### config.mk
export PLATFORM = sky130hd
export DESIGN_NAME = dataflow_sync_scheduler
export DESIGN_NICKNAME = d
export VERILOG_FILES = /design/src/rtl/dataflow_sched_pkg.sv /design/src/rtl/sync_join.sv /design/src/rtl/dataflow_sync_scheduler.sv
export SDC_FILE = /design/constraint.sdc
export NUM_CORES = 1
export LEC_CHECK = 0
export BUFFER_PORTS_ARGS = -buffer_cell sky130_fd_sc_hd__buf_2
export CAP_MARGIN = 20
export CORE_UTILIZATION = 52
export DETAILED_ROUTE_END_ITERATION = 10
export PLACE_DENSITY = 0.85
export SETUP_SLACK_MARGIN = 0.1
export SYNTH_ARGS = -nofsm -noshare
export SYNTH_HDL_FRONTEND = slang
export SYNTH_SLANG_ARGS = --single-unit
### constraint.sdc
create_clock -name ap_clk -period 3.9 [get_ports ap_clk]
set_clock_uncertainty 0.05 [all_clocks]
set_input_delay 0.195 -clock ap_clk [delete_from_list [all_inputs] [get_ports ap_clk]]
set_output_delay 0.195 -clock ap_clk [all_outputs]
set_load 0.03 [all_outputs]
### src/rtl/dataflow_sched_pkg.sv
// Shared types and constants for the dataflow sync scheduler.
package dataflow_sched_pkg;

  // Stall watchdog states; STALLED is left only through ap_rst.
  typedef enum logic [1:0] {
    IDLE    = 2'd0,
    ACTIVE  = 2'd1,
    STALLED = 2'd2
  } wd_state_t;

  // Width of the in-flight iteration counter (MAX_INFLIGHT is limited to 1..15).
  localparam int INFLIGHT_W = 4;

  // Width of the watchdog cycle counter; it must be able to hold STALL_LIMIT-1.
  function automatic int stall_cnt_w(input int limit);
    return (limit <= 2) ? 1 : $clog2(limit);
  endfunction

endpackage

### src/rtl/sync_join.sv
// Generic sticky-bit join: remembers which inputs have fired since the last
// clear and reports when every input has fired, counting the current cycle.
module sync_join #(
  parameter int W = 2
) (
  input  logic         i_clk,
  input  logic         i_rst,
  input  logic         i_set_en,
  input  logic [W-1:0] i_bits,
  input  logic         i_clear,
  output logic [W-1:0] o_sticky,
  output logic         o_all
);

  logic [W-1:0] r_sticky;

  // Clear has priority over set so a completed join starts the next round empty.
  always_ff @(posedge i_clk or posedge i_rst) begin
    if (i_rst) begin
      r_sticky <= '0;
    end else if (i_clear) begin
      r_sticky <= '0;
    end else if (i_set_en) begin
      r_sticky <= r_sticky | i_bits;
    end
  end

  assign o_sticky = r_sticky;
  assign o_all    = &(r_sticky | i_bits);

endmodule

### src/rtl/dataflow_sync_scheduler.sv
// Top-level dataflow controller: fans ap_start out to N_PROC processes, joins
// their ready/done into one top handshake, bounds in-flight iterations and
// runs a stall watchdog.
//
// Handshake semantics: a process accepts an iteration in the cycle where its
// proc_ap_start and proc_ap_ready are both high; the top accepts (ap_ready) in
// the cycle the last outstanding process accepts. A process holds proc_ap_done
// until it sees proc_ap_continue; the top retires an iteration in the cycle
// ap_done and ap_continue are both high, and that is the only cycle in which
// proc_ap_continue is driven high.
module dataflow_sync_scheduler
  import dataflow_sched_pkg::*;
#(
  parameter int N_PROC       = 2,
  parameter int MAX_INFLIGHT = 2,    // 1..15
  parameter int STALL_LIMIT  = 1024,
  parameter int ITER_W       = 16
) (
  input  logic                  ap_clk,
  input  logic                  ap_rst,
  input  logic                  ap_start,
  input  logic                  ap_continue,
  output logic                  ap_ready,
  output logic                  ap_done,
  output logic                  ap_idle,
  output logic [N_PROC-1:0]     proc_ap_start,
  input  logic [N_PROC-1:0]     proc_ap_ready,
  input  logic [N_PROC-1:0]     proc_ap_done,
  input  logic [N_PROC-1:0]     proc_ap_idle,
  output logic [N_PROC-1:0]     proc_ap_continue,
  output logic [N_PROC-1:0]     ready_count,
  output logic [ITER_W-1:0]     iter_count,
  output logic                  stall,
  output wd_state_t             dbg_state,
  output logic [INFLIGHT_W-1:0] dbg_inflight,
  output logic [N_PROC-1:0]     dbg_done_latch
);

  localparam int                     STALL_CNT_W = stall_cnt_w(STALL_LIMIT);
  localparam logic [INFLIGHT_W-1:0]  MAX_INFL    = INFLIGHT_W'(MAX_INFLIGHT);
  localparam logic [STALL_CNT_W-1:0] STALL_LAST  = STALL_CNT_W'(STALL_LIMIT - 1);

  logic [INFLIGHT_W-1:0]  r_inflight;
  logic [ITER_W-1:0]      r_iter_count;
  logic [STALL_CNT_W-1:0] r_stall_cnt;
  wd_state_t              r_state;

  wd_state_t              w_state_nxt;
  logic [STALL_CNT_W-1:0] w_stall_cnt_nxt;
  logic                   w_can_start;
  logic                   w_ready_all;
  logic                   w_done_all;
  logic                   w_all_ready;
  logic                   w_all_done;
  logic                   w_retire;
  logic                   w_busy;
  logic                   w_progress;
  logic [N_PROC-1:0]      w_ready_count;
  logic [N_PROC-1:0]      w_done_latch;

  // Handshake outputs are forced quiet while ap_rst is high, even if ap_start
  // or a held proc_ap_done is present on the inputs.
  assign w_can_start = ~ap_rst & ap_start & (r_inflight < MAX_INFL);
  assign w_all_ready = w_can_start & w_ready_all;
  assign w_all_done  = ~ap_rst & w_done_all;
  assign w_retire    = w_all_done & ap_continue;
  assign w_busy      = (r_inflight != '0);
  assign w_progress  = |(proc_ap_ready | proc_ap_done);

  // Ready join: a process's ready only counts while a start is being offered.
  sync_join #(.W(N_PROC)) u_ready_join (
    .i_clk    (ap_clk),
    .i_rst    (ap_rst),
    .i_set_en (w_can_start),
    .i_bits   (proc_ap_ready),
    .i_clear  (w_all_ready),
    .o_sticky (w_ready_count),
    .o_all    (w_ready_all)
  );

  // Done join: done bits latch unconditionally and clear on retirement.
  sync_join #(.W(N_PROC)) u_done_join (
    .i_clk    (ap_clk),
    .i_rst    (ap_rst),
    .i_set_en (1'b1),
    .i_bits   (proc_ap_done),
    .i_clear  (w_retire),
    .o_sticky (w_done_latch),
    .o_all    (w_done_all)
  );

  assign proc_ap_start    = {N_PROC{w_can_start}} & ~w_ready_count;
  assign proc_ap_continue = {N_PROC{w_retire}};
  assign ap_ready         = w_all_ready;
  assign ap_done          = w_all_done;
  assign ap_idle          = ap_rst | (&proc_ap_idle & ~w_busy & ~ap_start);
  assign ready_count      = w_ready_count;
  assign iter_count       = r_iter_count;
  assign stall            = (r_state == STALLED);
  assign dbg_state        = r_state;
  assign dbg_inflight     = r_inflight;
  assign dbg_done_latch   = w_done_latch;

  // In-flight count: accept adds one, retire removes one, both together cancel.
  // A retire with nothing in flight is a protocol error and leaves the count at 0.
  always_ff @(posedge ap_clk or posedge ap_rst) begin
    if (ap_rst) begin
      r_inflight <= '0;
    end else begin
      case ({w_all_ready, w_retire})
        2'b10:   r_inflight <= r_inflight + INFLIGHT_W'(1);
        2'b01:   if (r_inflight != '0) r_inflight <= r_inflight - INFLIGHT_W'(1);
        default: r_inflight <= r_inflight;
      endcase
    end
  end

  // Completed-iteration counter, wraps naturally at 2^ITER_W.
  always_ff @(posedge ap_clk or posedge ap_rst) begin
    if (ap_rst) begin
      r_iter_count <= '0;
    end else if (w_retire) begin
      r_iter_count <= r_iter_count + ITER_W'(1);
    end
  end

  // Watchdog state and cycle counter registers.
  always_ff @(posedge ap_clk or posedge ap_rst) begin
    if (ap_rst) begin
      r_state     <= IDLE;
      r_stall_cnt <= '0;
    end else begin
      r_state     <= w_state_nxt;
      r_stall_cnt <= w_stall_cnt_nxt;
    end
  end

  // Watchdog next state: count quiet cycles while busy, trip after STALL_LIMIT.
  always_comb begin
    w_state_nxt     = r_state;
    w_stall_cnt_nxt = r_stall_cnt;
    case (r_state)
      IDLE: begin
        w_stall_cnt_nxt = '0;
        if (ap_start | w_busy) w_state_nxt = ACTIVE;
      end
      ACTIVE: begin
        if (~ap_start & ~w_busy) begin
          w_state_nxt     = IDLE;
          w_stall_cnt_nxt = '0;
        end else if (w_progress) begin
          w_stall_cnt_nxt = '0;
        end else if (r_stall_cnt == STALL_LAST) begin
          w_state_nxt     = STALLED;
          w_stall_cnt_nxt = '0;
        end else begin
          w_stall_cnt_nxt = r_stall_cnt + STALL_CNT_W'(1);
        end
      end
      STALLED: begin
        w_stall_cnt_nxt = '0;
      end
      default: begin
        w_state_nxt     = IDLE;
        w_stall_cnt_nxt = '0;
      end
    endcase
  end

  // A retirement with no iteration in flight means a process signalled done
  // for work it was never given.
  a_no_retire_when_empty: assert property (
    @(posedge ap_clk) disable iff (ap_rst)
    !(w_retire && !w_all_ready && (r_inflight == '0))
  ) else $error("dataflow_sync_scheduler: retire with no iteration in flight");

endmodule
==> flow_metrics.py, run 1 <==
metrics = {
    "synthesis": {
        "synth_xor_area_frac": 0.116,
        "netlist_area_sq_mm": 0.00181,
        "async_flop_share": 1.00,
        "synth_top_area_cell": "dfrtp_1",
        "synthMuxAreaShare": 0.0222,
        "synth_area_per_cell_sq_um": 10.1,
        "synth_compound_area_frac": 0.0631,
        "synth_top_family_by_area": "simple AND/OR/NAND/NOR gates",
        "synth_common_cells": "36 x dfrtp_1, 26 x nor2_1, 21 x xnor2_1",
        "synth-edff-count": 0,
        "synth-simple-area-share": 0.231,
        "netlist.area_leader.share": 0.499,
        "ys_types": 38,
        "ys_seq_area_frac": 0.499,
        "ys_warn_count": 0,
        "synth-seq-cells": 36,
        "synth-main-ff-cell": "dfrtp_1",
        "syn_nets": 194,
        "synth_most_common_cell": "dfrtp_1",
        "synthCells": 179,
        "synth.area.top_cells": "dfrtp_1 50%, xnor2_1 10%, nor2_1 5.4%, nand2_1 4.2%, nand3_1 3.0%",
        "synth_fa_ha_area_frac": 0.0388,
    },
    "sta": {
        "clock.fmax_mhz": 334,
        "fin_tns_setup_ns": 0,
        "setup_violations": 0,
        "slew_headroom": 0.500,
        "fin_crit_sh": 0.768,
        "rsz0062_at_grt": "false",
        "finalCriticalPeriod_ns": 3.00,
        "worst_pin_slew_ns": 0.744,
        "finalHoldViolCount": 0,
        "finalMaxSlewViolations": 0,
    },
    "drt": {
        "viasPerCell": 5.26,
        "first_pass_iters": 4,
        "drt_iter0_markers": 47,
        "wire_per_inst_um": 12.5,
        "antenna_left": 0,
        "wirelength_um": 3450,
        "drc_errors": 0,
        "vias": 1446,
    },
    "min_path": {
        "min_path_type": "input pin to flip-flop",
        "worstHoldPathCells": 3,
        "holdPathEnd": "u_done_join.o_sticky[1]",
        "hp-start": "proc_ap_done[1]",
    },
    "clock_tree": {
        "cts_sinks": 36,
        "tritoncts": "built",
        "htreeDepth": 2,
        "clk_path_buf_depth": 2,
        "clk_pin_slew_ns": 0.11,
        "cts_root_buffer": "clkbuf_4",
        "cts-resized-gates": 0,
        "clkLatencyLatePin_ns": 0.34,
        "cts_buffers": 5,
    },
    "power_and_ir_drop": {
        "cellLeakagePower_nw": 1.01,
        "powerDensity_mw_per_mm2": 529,
        "ir_drop_v": 0.000385,
    },
    "floorplanning": {
        "die_h_um": 60.9,
        "die_w_um": 60.9,
        "dieArea_sq_mm": 0.00371,
        "start_util": 0.541,
        "top_level_ports": 44,
        "coreArea_sq_mm": 0.00334,
        "num_rows": 21,
    },
    "place": {
        "place.gp.congestion": 0.777,
        "dp_hpwl_um": 2590,
        "portBuffers": 43,
    },
    "final_layout": {
        "layout-drive-gt1-share": 0.262,
        "area_delta_synth_final_pct": 18.1,
        "nNetsFinal": 243,
        "final_util": 0.639,
        "fillers": 288,
        "diodes": 0,
    },
    "setup_path": {
        "cp_data_arrival_time_ns": 3.22,
        "end_kind": "flip-flop",
        "worstPathRequired_ns": 4.13,
        "reg2reg_depth": 9,
        "start_kind": "flip-flop",
        "crit_fanout": 5,
        "crit_type": "flip-flop to flip-flop",
        "timing.rr.start": "dbg_inflight[1]",
        "reg2reg_slack_ns": 0.90,
        "timing.rr.end": "dbg_inflight[3]",
    },
    "grt": {
        "top_usage_layer": "met2",
        "grt_pass1_wl_um": 5650,
        "grtUsageTotal": 0.210,
        "use_met2": 0.344,
        "overflow": 0,
        "grtUsageMet3": 0.0469,
        "grt_use_met1": 0.269,
        "grt_max_degree": 37,
        "antenna_found_initial": 0,
        "grt_pass1_vias": 1337,
    },
    "status": {
        "status": "finished clean",
    },
    "flow_run": {
        "drv_cap": 0,
    },
}
layer usage:
layer  routed length (um)  vias to the layer above
li1                     -                      709
met1                 1550                      690
met2                 1680                       43
met3                  160                        4
met4                   48                        0
met5                    0                        -
kinds of logic after synthesis:
group           after synthesis
mux                           3
simple gates                 83
xor+xnor                     24
buf+inv                      11
flops                        36
fa+ha+maj                     5
compound gates               17
repair_timing:
item | in CTS | in global routing
setup buffers | 0 | 0
hold buffers | 1 | 0
hold endpoints to repair | 36 | 0
cells in the final DEF (no fill, tap or decap), drive strengths merged, types with 2 or more instances in the layout:
| cell type | synthesis | final |
|---|---|---|
| nor3 | 5 | 5 |
| a21o | 2 | 2 |
| xor2 | 3 | 3 |
| or2 | 2 | 2 |
| inv | 8 | 8 |
| nand2 | 20 | 20 |
| o21ai | 3 | 3 |
| ha | 4 | 4 |
| or4 | 2 | 2 |
| mux2 | 2 | 2 |
| nand3 | 11 | 11 |
| or3 | 2 | 2 |
| o22ai | 3 | 3 |
| nor4 | 4 | 4 |
| buf | 3 | 44 |
| nor2 | 26 | 26 |
| a21oi | 4 | 4 |
| xnor2 | 21 | 21 |
| dfrtp | 36 | 36 |
| nand4 | 6 | 6 |
| clkbuf | 0 | 8 |
final cells by class:
class                           count  area (sq um)  share of cell area
Timing Repair Buffer               45           233               0.109
Multi-Input combinational cell    132           852               0.400
Clock buffer                        8          58.8              0.0276
Sequential cell                    36           901               0.423
Inverter                            8          30.0              0.0141
Tap cell                           46          57.6              0.0270
critical path, stage by stage (launching register included):
cell	delay [ns]
dfrtp_1	0.43
or3_4	0.43
or2_2	0.35
o21ai_0	0.27
inv_1	0.10
ha_1	0.28
a21o_1	0.19
a21o_1	0.19
or4_2	0.53
nand4_1	0.10
how the worst max path moves through the flow:
stage                     from              end  slack (ns)  cells after the start
2_1_floorplan  dbg_inflight[1]  dbg_inflight[3]        0.89                      9
3_3_place_gp   dbg_inflight[1]  dbg_inflight[3]        0.98                      9
3_5_place_dp   dbg_inflight[1]  dbg_inflight[3]        0.93                      9
4_1_cts        dbg_inflight[1]  dbg_inflight[3]        0.90                      9
5_1_grt        dbg_inflight[1]  dbg_inflight[3]        0.79                      9
6_report       dbg_inflight[1]  dbg_inflight[3]        0.90                      9
report_power, final:
part | internal (mW) | switching, mW
Clock | 0.0890 | 0.117
Sequential | 0.432 | 0.0795
Combinational | 0.152 | 0.260
Total | 0.673 | 0.456
state kept, by name, summed over array words and instances (netlist names):
| register | count |
|---|---|
| dbg_inflight | 4 |
| dbg_state | 2 |
| iter_count | 16 |
| r_stall_cnt | 10 |
| u_done_join.o_sticky | 2 |
| u_ready_join.o_sticky | 2 |
per-stage QoR:
step | power (mW) | std cells | hold slack (ns) | instance area [sq um] | worst slack, ns
6_report | 1.13 | 275 | 0.0814 | 2130 | 0.905
5_1_grt | 1.20 | 275 | 0.103 | 2130 | 0.791
4_1_cts | 1.14 | 275 | 0.0670 | 2130 | 0.896
3_5_place_dp | 0.933 | 266 | 0.332 | 2060 | 0.926
3_3_place_gp | 0.924 | 266 | 0.334 | 2060 | 0.975
2_1_floorplan | 0.817 | 179 | 0.283 | 1810 | 0.895
Power figures use the tool's default switching activity.
==> inputs of run 2 (changes only) <==
--- a/config.mk
+++ b/config.mk
@@ -5,11 +5,12 @@
 export SDC_FILE = /design/constraint.sdc
 export NUM_CORES = 1
 export LEC_CHECK = 0
+export ABC_AREA = 1
 export BUFFER_PORTS_ARGS = -buffer_cell sky130_fd_sc_hd__buf_2
 export CAP_MARGIN = 20
-export CORE_UTILIZATION = 52
+export CORE_UTILIZATION = 49
 export DETAILED_ROUTE_END_ITERATION = 10
-export PLACE_DENSITY = 0.85
+export PLACE_DENSITY = 0.83
 export SETUP_SLACK_MARGIN = 0.1
 export SYNTH_ARGS = -nofsm -noshare
 export SYNTH_HDL_FRONTEND = slang
==> constraint.sdc (replaced) <==
create_clock -name ap_clk -period 2.5 [get_ports ap_clk]
set_clock_uncertainty 0.05 [all_clocks]
set_input_delay 0.125 -clock ap_clk [delete_from_list [all_inputs] [get_ports ap_clk]]
set_output_delay 0.125 -clock ap_clk [all_outputs]
set_load 0.03 [all_outputs]
==> run 2 against run 1 <==
- synthesized cell count up 36%
- power up 110%
- sequential share of layout area down 5.1 points
- critical path depth up 8
- worst hold slack worse by 0.0016 ns
- register-to-register slack worse by 0.52 ns
- die area up 20%
- clock power up 110%
- first-iteration DRC count up 96%
- synthesized area up 14%
- critical path type is now input pin to flip-flop
- highest routed layer unchanged
==> flow_metrics.py, run 2 <==
metrics = {
    "status": {
        "status": "finished clean",
    },
    "synthesis": {
        "synth-seq-cells": 36,
        "synth-main-ff-cell": "dfrtp_1",
        "ys_warn_count": 0,
        "synth-edff-count": 0,
        "synth_area_per_cell_sq_um": 8.44,
        "synth_most_common_cell": "nand2_1",
        "async_flop_share": 1.00,
        "synth_common_cells": "43 x nand2_1, 38 x inv_1, 36 x dfrtp_1",
        "netlist_area_sq_mm": 0.00205,
        "synthCells": 243,
        "synth_top_area_cell": "dfrtp_1",
        "ys_types": 33,
        "syn_nets": 258,
        "synth.area.top_cells": "dfrtp_1 44%, nand2_1 7.9%, inv_1 7.0%, xor2_1 6.0%, nor2_1 4.0%",
        "ys_seq_area_frac": 0.439,
        "netlist.area_leader.share": 0.439,
    },
    "min_path": {
        "worstHoldPathCells": 3,
        "hp-start": "proc_ap_done[0]",
        "min_path_type": "input pin to flip-flop",
        "holdPathEnd": "u_done_join.o_sticky[0]",
    },
    "floorplanning": {
        "die_w_um": 66.7,
        "num_rows": 23,
        "die_h_um": 66.7,
        "top_level_ports": 44,
        "coreArea_sq_mm": 0.00400,
        "dieArea_sq_mm": 0.00445,
        "start_util": 0.513,
    },
    "setup_path": {
        "start_kind": "input pin",
        "worstPathRequired_ns": 2.63,
        "crit_type": "input pin to flip-flop",
        "cp_data_arrival_time_ns": 2.30,
        "timing.rr.end": "dbg_inflight[3]",
        "end_kind": "flip-flop",
        "reg2reg_slack_ns": 0.38,
        "crit_fanout": 5,
        "reg2reg_depth": 15,
        "timing.rr.start": "dbg_inflight[2]",
    },
    "final_layout": {
        "area_delta_synth_final_pct": 18.1,
        "stdcell_count": 343,
        "design_area_sq_mm": 0.00242,
        "final_util": 0.606,
        "nNetsFinal": 307,
        "diodes": 0,
        "largest_reg_flops": 16,
        "layout-drive-gt1-share": 0.266,
        "final_cell_mix": "43 x nand2_1, 43 x buf_2, 37 x inv_1",
    },
    "clock_tree": {
        "tritoncts": "built",
        "clk_pin_slew_ns": 0.07,
        "cts_root_buffer": "clkbuf_8",
        "post_cts_buffers": 0,
        "cts_buffers": 5,
        "clk_path_buf_depth": 2,
        "cts-resized-gates": 0,
        "htreeDepth": 2,
        "clkLatencyLatePin_ns": 0.29,
        "cts_sinks": 36,
    },
    "sta": {
        "fin_tns_setup_ns": 0,
        "worst_pin_slew_ns": 0.514,
        "slew_headroom": 0.656,
        "clock.fmax_mhz": 462,
        "finalHoldViolCount": 0,
        "fin_ws_ns": 0.334,
        "finalCriticalPeriod_ns": 2.17,
        "finalMaxSlewViolations": 0,
        "rsz0062_at_grt": "false",
        "timing.hold.ws_ns": 0.0798,
        "setup_violations": 0,
        "fin_crit_sh": 0.866,
    },
    "drt": {
        "antenna_left": 0,
        "first_pass_iters": 8,
        "drc_errors": 0,
        "wirelength_um": 4290,
        "drt_iter0_markers": 92,
        "viasPerCell": 5.17,
        "wire_per_inst_um": 12.5,
        "vias": 1772,
    },
    "flow_run": {
        "drv_cap": 0,
    },
    "power_and_ir_drop": {
        "ir_drop_v": 0.000608,
        "finalPower_mw": 2.34,
        "cellLeakagePower_nw": 1.21,
        "powerDensity_mw_per_mm2": 967,
    },
    "grt": {
        "overflow": 0,
        "grt_max_degree": 37,
        "grtUsageTotal": 0.230,
        "grt_pass1_wl_um": 7540,
        "grt_pass1_vias": 1733,
        "antenna_found_initial": 0,
    },
    "place": {
        "placed_cell_area_sq_mm": 0.00232,
        "dpl_worst_slack_ns": 0.378,
        "place.gp.congestion": 0.865,
        "portBuffers": 43,
        "dp_hpwl_um": 3260,
        "dp.cells": 334,
    },
}
run 2: cell count changes after synthesis, sizes merged, moves of 3 or more:
cell and delta:
inv +33, nand2 +29, xnor2 -17, xor2 +11
o21ai +9, nand3 +7, nor4 -4, nor2 +3
nor3b +3
run 2: cell type report:
class | instances | area, sq um
Clock buffer | 8 | 90.1
Fill cell | 355 | 1580
Inverter | 42 | 164
Multi-Input combinational cell | 161 | 966
Sequential cell | 36 | 901
Tap cell | 50 | 62.6
Timing Repair Buffer | 46 | 240
run 2: worst max path at each step:
stage	from	end	slack [ns]	cells after the start
final	ap_rst	dbg_inflight[3]	0.33	17
after global routing	ap_rst	dbg_inflight[3]	0.13	17
after CTS	ap_rst	dbg_inflight[3]	0.32	17
after detailed placement	dbg_inflight[2]	dbg_inflight[3]	0.38	15
after global placement	dbg_inflight[2]	dbg_inflight[3]	0.51	15
after floorplan	ap_rst	dbg_inflight[3]	0.34	14
run 2: cells by family after synthesis:
logic type	share of synthesized area
adder cells (fa/ha/maj)	0.0341
AND/OR/NAND/NOR	0.293
AO/OA/AOI/OAI	0.0665
buffers and inverters	0.0902
XOR/XNOR	0.0768
flip-flops	0.439
run 2: power by group:
part	total (mW)	leakage [nW]	internal, mW	switching, mW
registers	0.902	0.447	0.727	0.175
clock network	0.429	0.0455	0.225	0.204
logic	1.01	0.713	0.307	0.706
run 2: critical path, stage by stage:
cell,delay [ns]
dlygate4sd3_1,0.54
buf_2,0.15
clkinvlp_4,0.10
nand2_1,0.06
nor2_2,0.15
nand2_2,0.10
nand2_4,0.11
inv_4,0.05
ha_1,0.31
nand2_1,0.08
nand2_1,0.05
a31oi_1,0.19
inv_1,0.07
nand2_1,0.07
nand2_1,0.05
nand2_1,0.05
nand2_1,0.05
run 2: per-layer routing:
layer	vias up	share of wire	GRT usage
li1	873	-	-
met4	0	0.0063	0.101
met3	4	0.055	0.0599
met1	832	0.45	0.280
met5	-	0	0
met2	63	0.49	0.378
run 2: timing repair:
| action | in CTS | in global routing |
|---|---|---|
| hold endpoints to repair | 22 | 0 |
| hold buffers | 1 | 0 |
| endpoints found under the setup margin | 0 | 0 |
==> inputs of run 3 (changes only) <==
--- a/config.mk
+++ b/config.mk
@@ -6,12 +6,13 @@
 export NUM_CORES = 1
 export LEC_CHECK = 0
 export ABC_AREA = 1
-export BUFFER_PORTS_ARGS = -buffer_cell sky130_fd_sc_hd__buf_2
 export CAP_MARGIN = 20
-export CORE_UTILIZATION = 49
+export CORE_UTILIZATION = 55
 export DETAILED_ROUTE_END_ITERATION = 10
-export PLACE_DENSITY = 0.83
+export DONT_BUFFER_PORTS = 1
+export PLACE_DENSITY = 0.8
 export SETUP_SLACK_MARGIN = 0.1
+export SLEW_MARGIN = 20
 export SYNTH_ARGS = -nofsm -noshare
 export SYNTH_HDL_FRONTEND = slang
 export SYNTH_SLANG_ARGS = --single-unit
==> run 3 against run 2 <==
- non-clock buffer count decreased by 33
- flip-flop and latch count unchanged
- core utilization increased by 5.8 points
- sequential share of layout area increased by 2.3 points
- setup slack about the same
- clock power decreased by 1%
- first-iteration DRC count increased by 34%
- clock-buffer cell count unchanged
==> flow_metrics.py, run 3 (synthesis gave the netlist of run 2 again) <==
metrics = {
    "status": {
        "status": "finished clean",
    },
    "setup_path": {
        "end_kind": "flip-flop",
        "crit_chain": "inv_1, nand2_2, nor2_2, nand2_2, nand2_4, inv_4, ha_1, nand2_1, nand2_1, a31oi_1, inv_1, nand2_1, nand2_1, nand2_1, nand2_1",
        "slowest_stage": "dfrtp_2",
        "worstPathRequired_ns": 2.63,
        "timing.rr.start": "dbg_inflight[1]",
        "crit_type": "flip-flop to flip-flop",
        "cp_top_family": "simple AND/OR/NAND/NOR gates",
        "cp-startpoint": "dbg_inflight[1]",
        "start_kind": "flip-flop",
        "crit_fanout": 4,
        "slowest_delay_ns": 0.49,
        "path_buf_inv": 3,
        "critPathMostFrequentCell": "nand2_1",
        "cp_data_arrival_time_ns": 2.30,
    },
    "clock_tree": {
        "tritoncts": "built",
        "post_cts_buffers": 0,
        "cts_root_buffer": "clkbuf_8",
        "htreeDepth": 2,
        "cts_sinks": 36,
        "clk_pin_slew_ns": 0.07,
        "clkLatencyLatePin_ns": 0.29,
        "cts_buffers": 5,
        "clk_path_buf_depth": 2,
    },
    "floorplanning": {
        "num_rows": 21,
        "dieArea_sq_mm": 0.00398,
        "start_util": 0.596,
        "top_level_ports": 44,
        "die_h_um": 63.1,
        "coreArea_sq_mm": 0.00344,
        "die_w_um": 63.1,
    },
    "sta": {
        "finalMaxSlewViolations": 0,
        "finalHoldViolCount": 0,
        "setup_violations": 0,
        "clock.fmax_mhz": 462,
        "fin_crit_sh": 0.866,
        "slew_headroom": 0.618,
        "finalCriticalPeriod_ns": 2.17,
        "fin_ws_ns": 0.334,
        "rsz0062_at_grt": "false",
        "worst_pin_slew_ns": 0.571,
        "fin_tns_setup_ns": 0,
    },
    "grt": {
        "grt_max_degree": 26,
        "grtUsageTotal": 0.221,
        "grt_pass1_vias": 1548,
        "grt_pass1_wl_um": 6820,
        "overflow": 0,
        "antenna_found_initial": 0,
    },
    "drt": {
        "first_pass_iters": 4,
        "wirelength_um": 3920,
        "vias": 1598,
        "wire_per_inst_um": 12.8,
        "drt_iter0_markers": 123,
        "antenna_left": 0,
        "drc_errors": 0,
        "viasPerCell": 5.22,
    },
    "final_layout": {
        "final_util": 0.664,
        "stdcell_count": 306,
        "multi_input_area_sq_um": 966,
        "seq_area_sq_um": 902,
        "largest_reg_flops": 16,
        "mostFrequentLayoutCell": "nand2_1",
        "area_delta_synth_final_pct": 11.3,
        "final_cell_mix": "43 x nand2_1, 37 x inv_1, 35 x dfrtp_1",
        "nNetsFinal": 274,
        "layout-drive-gt1-share": 0.169,
        "fillers": 279,
        "diodes": 0,
    },
    "place": {
        "place.gp.congestion": 0.799,
        "dp.cells": 295,
        "dpl_worst_slack_ns": 0.275,
        "dp_hpwl_um": 3020,
        "portBuffers": 0,
    },
    "min_path": {
        "min_path_type": "input pin to flip-flop",
        "hp-start": "proc_ap_ready[0]",
    },
    "power_and_ir_drop": {
        "powerDensity_mw_per_mm2": 980,
        "cellLeakagePower_nw": 1.07,
        "ir_drop_v": 0.000637,
        "finalPower_mw": 2.24,
    },
    "flow_run": {
        "drv_cap": 0,
    },
}
==> run 3: cell types whose count changed in the layout (fill, tap and decap cells not counted) <==
cell,before,now
buf_4,2,10
buf_2,43,0
dfrtp_1,36,35
dfrtp_2,0,1
dlygate4sd3_1,1,3
==> run 3: per-layer routing <==
| metal | vias up | share of wire | global-route usage |
|---|---|---|---|
| met2 | 37 | 0.48 | 0.347 |
| li1 | 797 | - | - |
| met1 | 757 | 0.44 | 0.272 |
| met5 | - | 0 | 0 |
| met3 | 7 | 0.060 | 0.0797 |
| met4 | 0 | 0.017 | 0.0988 |
==> run 3: power by group <==
part,internal [mW],switching [mW],leakage (nW)
clock,0.225,0.200,0.0455
sequential,0.723,0.418,0.446
combinational,0.238,0.435,0.580
==> run 3: stage by stage <==
stage          area (sq um)  hold slack [ns]
3_5_place_dp           2160           -0.115
6_report               2280           0.0354
2_1_floorplan          2060           0.0441
5_1_grt                2280           0.0635
4_1_cts                2280           0.0309
3_3_place_gp           2160           -0.117
==> run 3: path summary, 6_finish.rpt <==
check                                      endpoint  depth (start not counted)  slack [ns]
setup / recovery                    dbg_inflight[3]                         15        0.33
hold / removal             u_ready_join.o_sticky[1]                          2        0.04
setup reg to reg                    dbg_inflight[3]                         15        0.33
hold reg to reg                      r_stall_cnt[0]                          1        0.48
max in group asynchronous             iter_count[0]                          3        1.66
min in group asynchronous   u_done_join.o_sticky[0]                          2        0.19
==> run 3: repair_timing <==
| action | 4_1_cts | 5_1_grt |
|---|---|---|
| setup endpoints to repair | 0 | 1 |
| gates resized for setup | 0 | 1 |
| hold endpoints to repair | 38 | 0 |
| hold buffers | 3 | 0 |
==> run 3: layout make-up <==
type	count	share of cell area
clock buffers	8	0.0394
inverters	42	0.0717
multi-input cells	161	0.423
flip-flops and latches	36	0.395
well taps	46	0.0252
repair buffers	13	0.0460
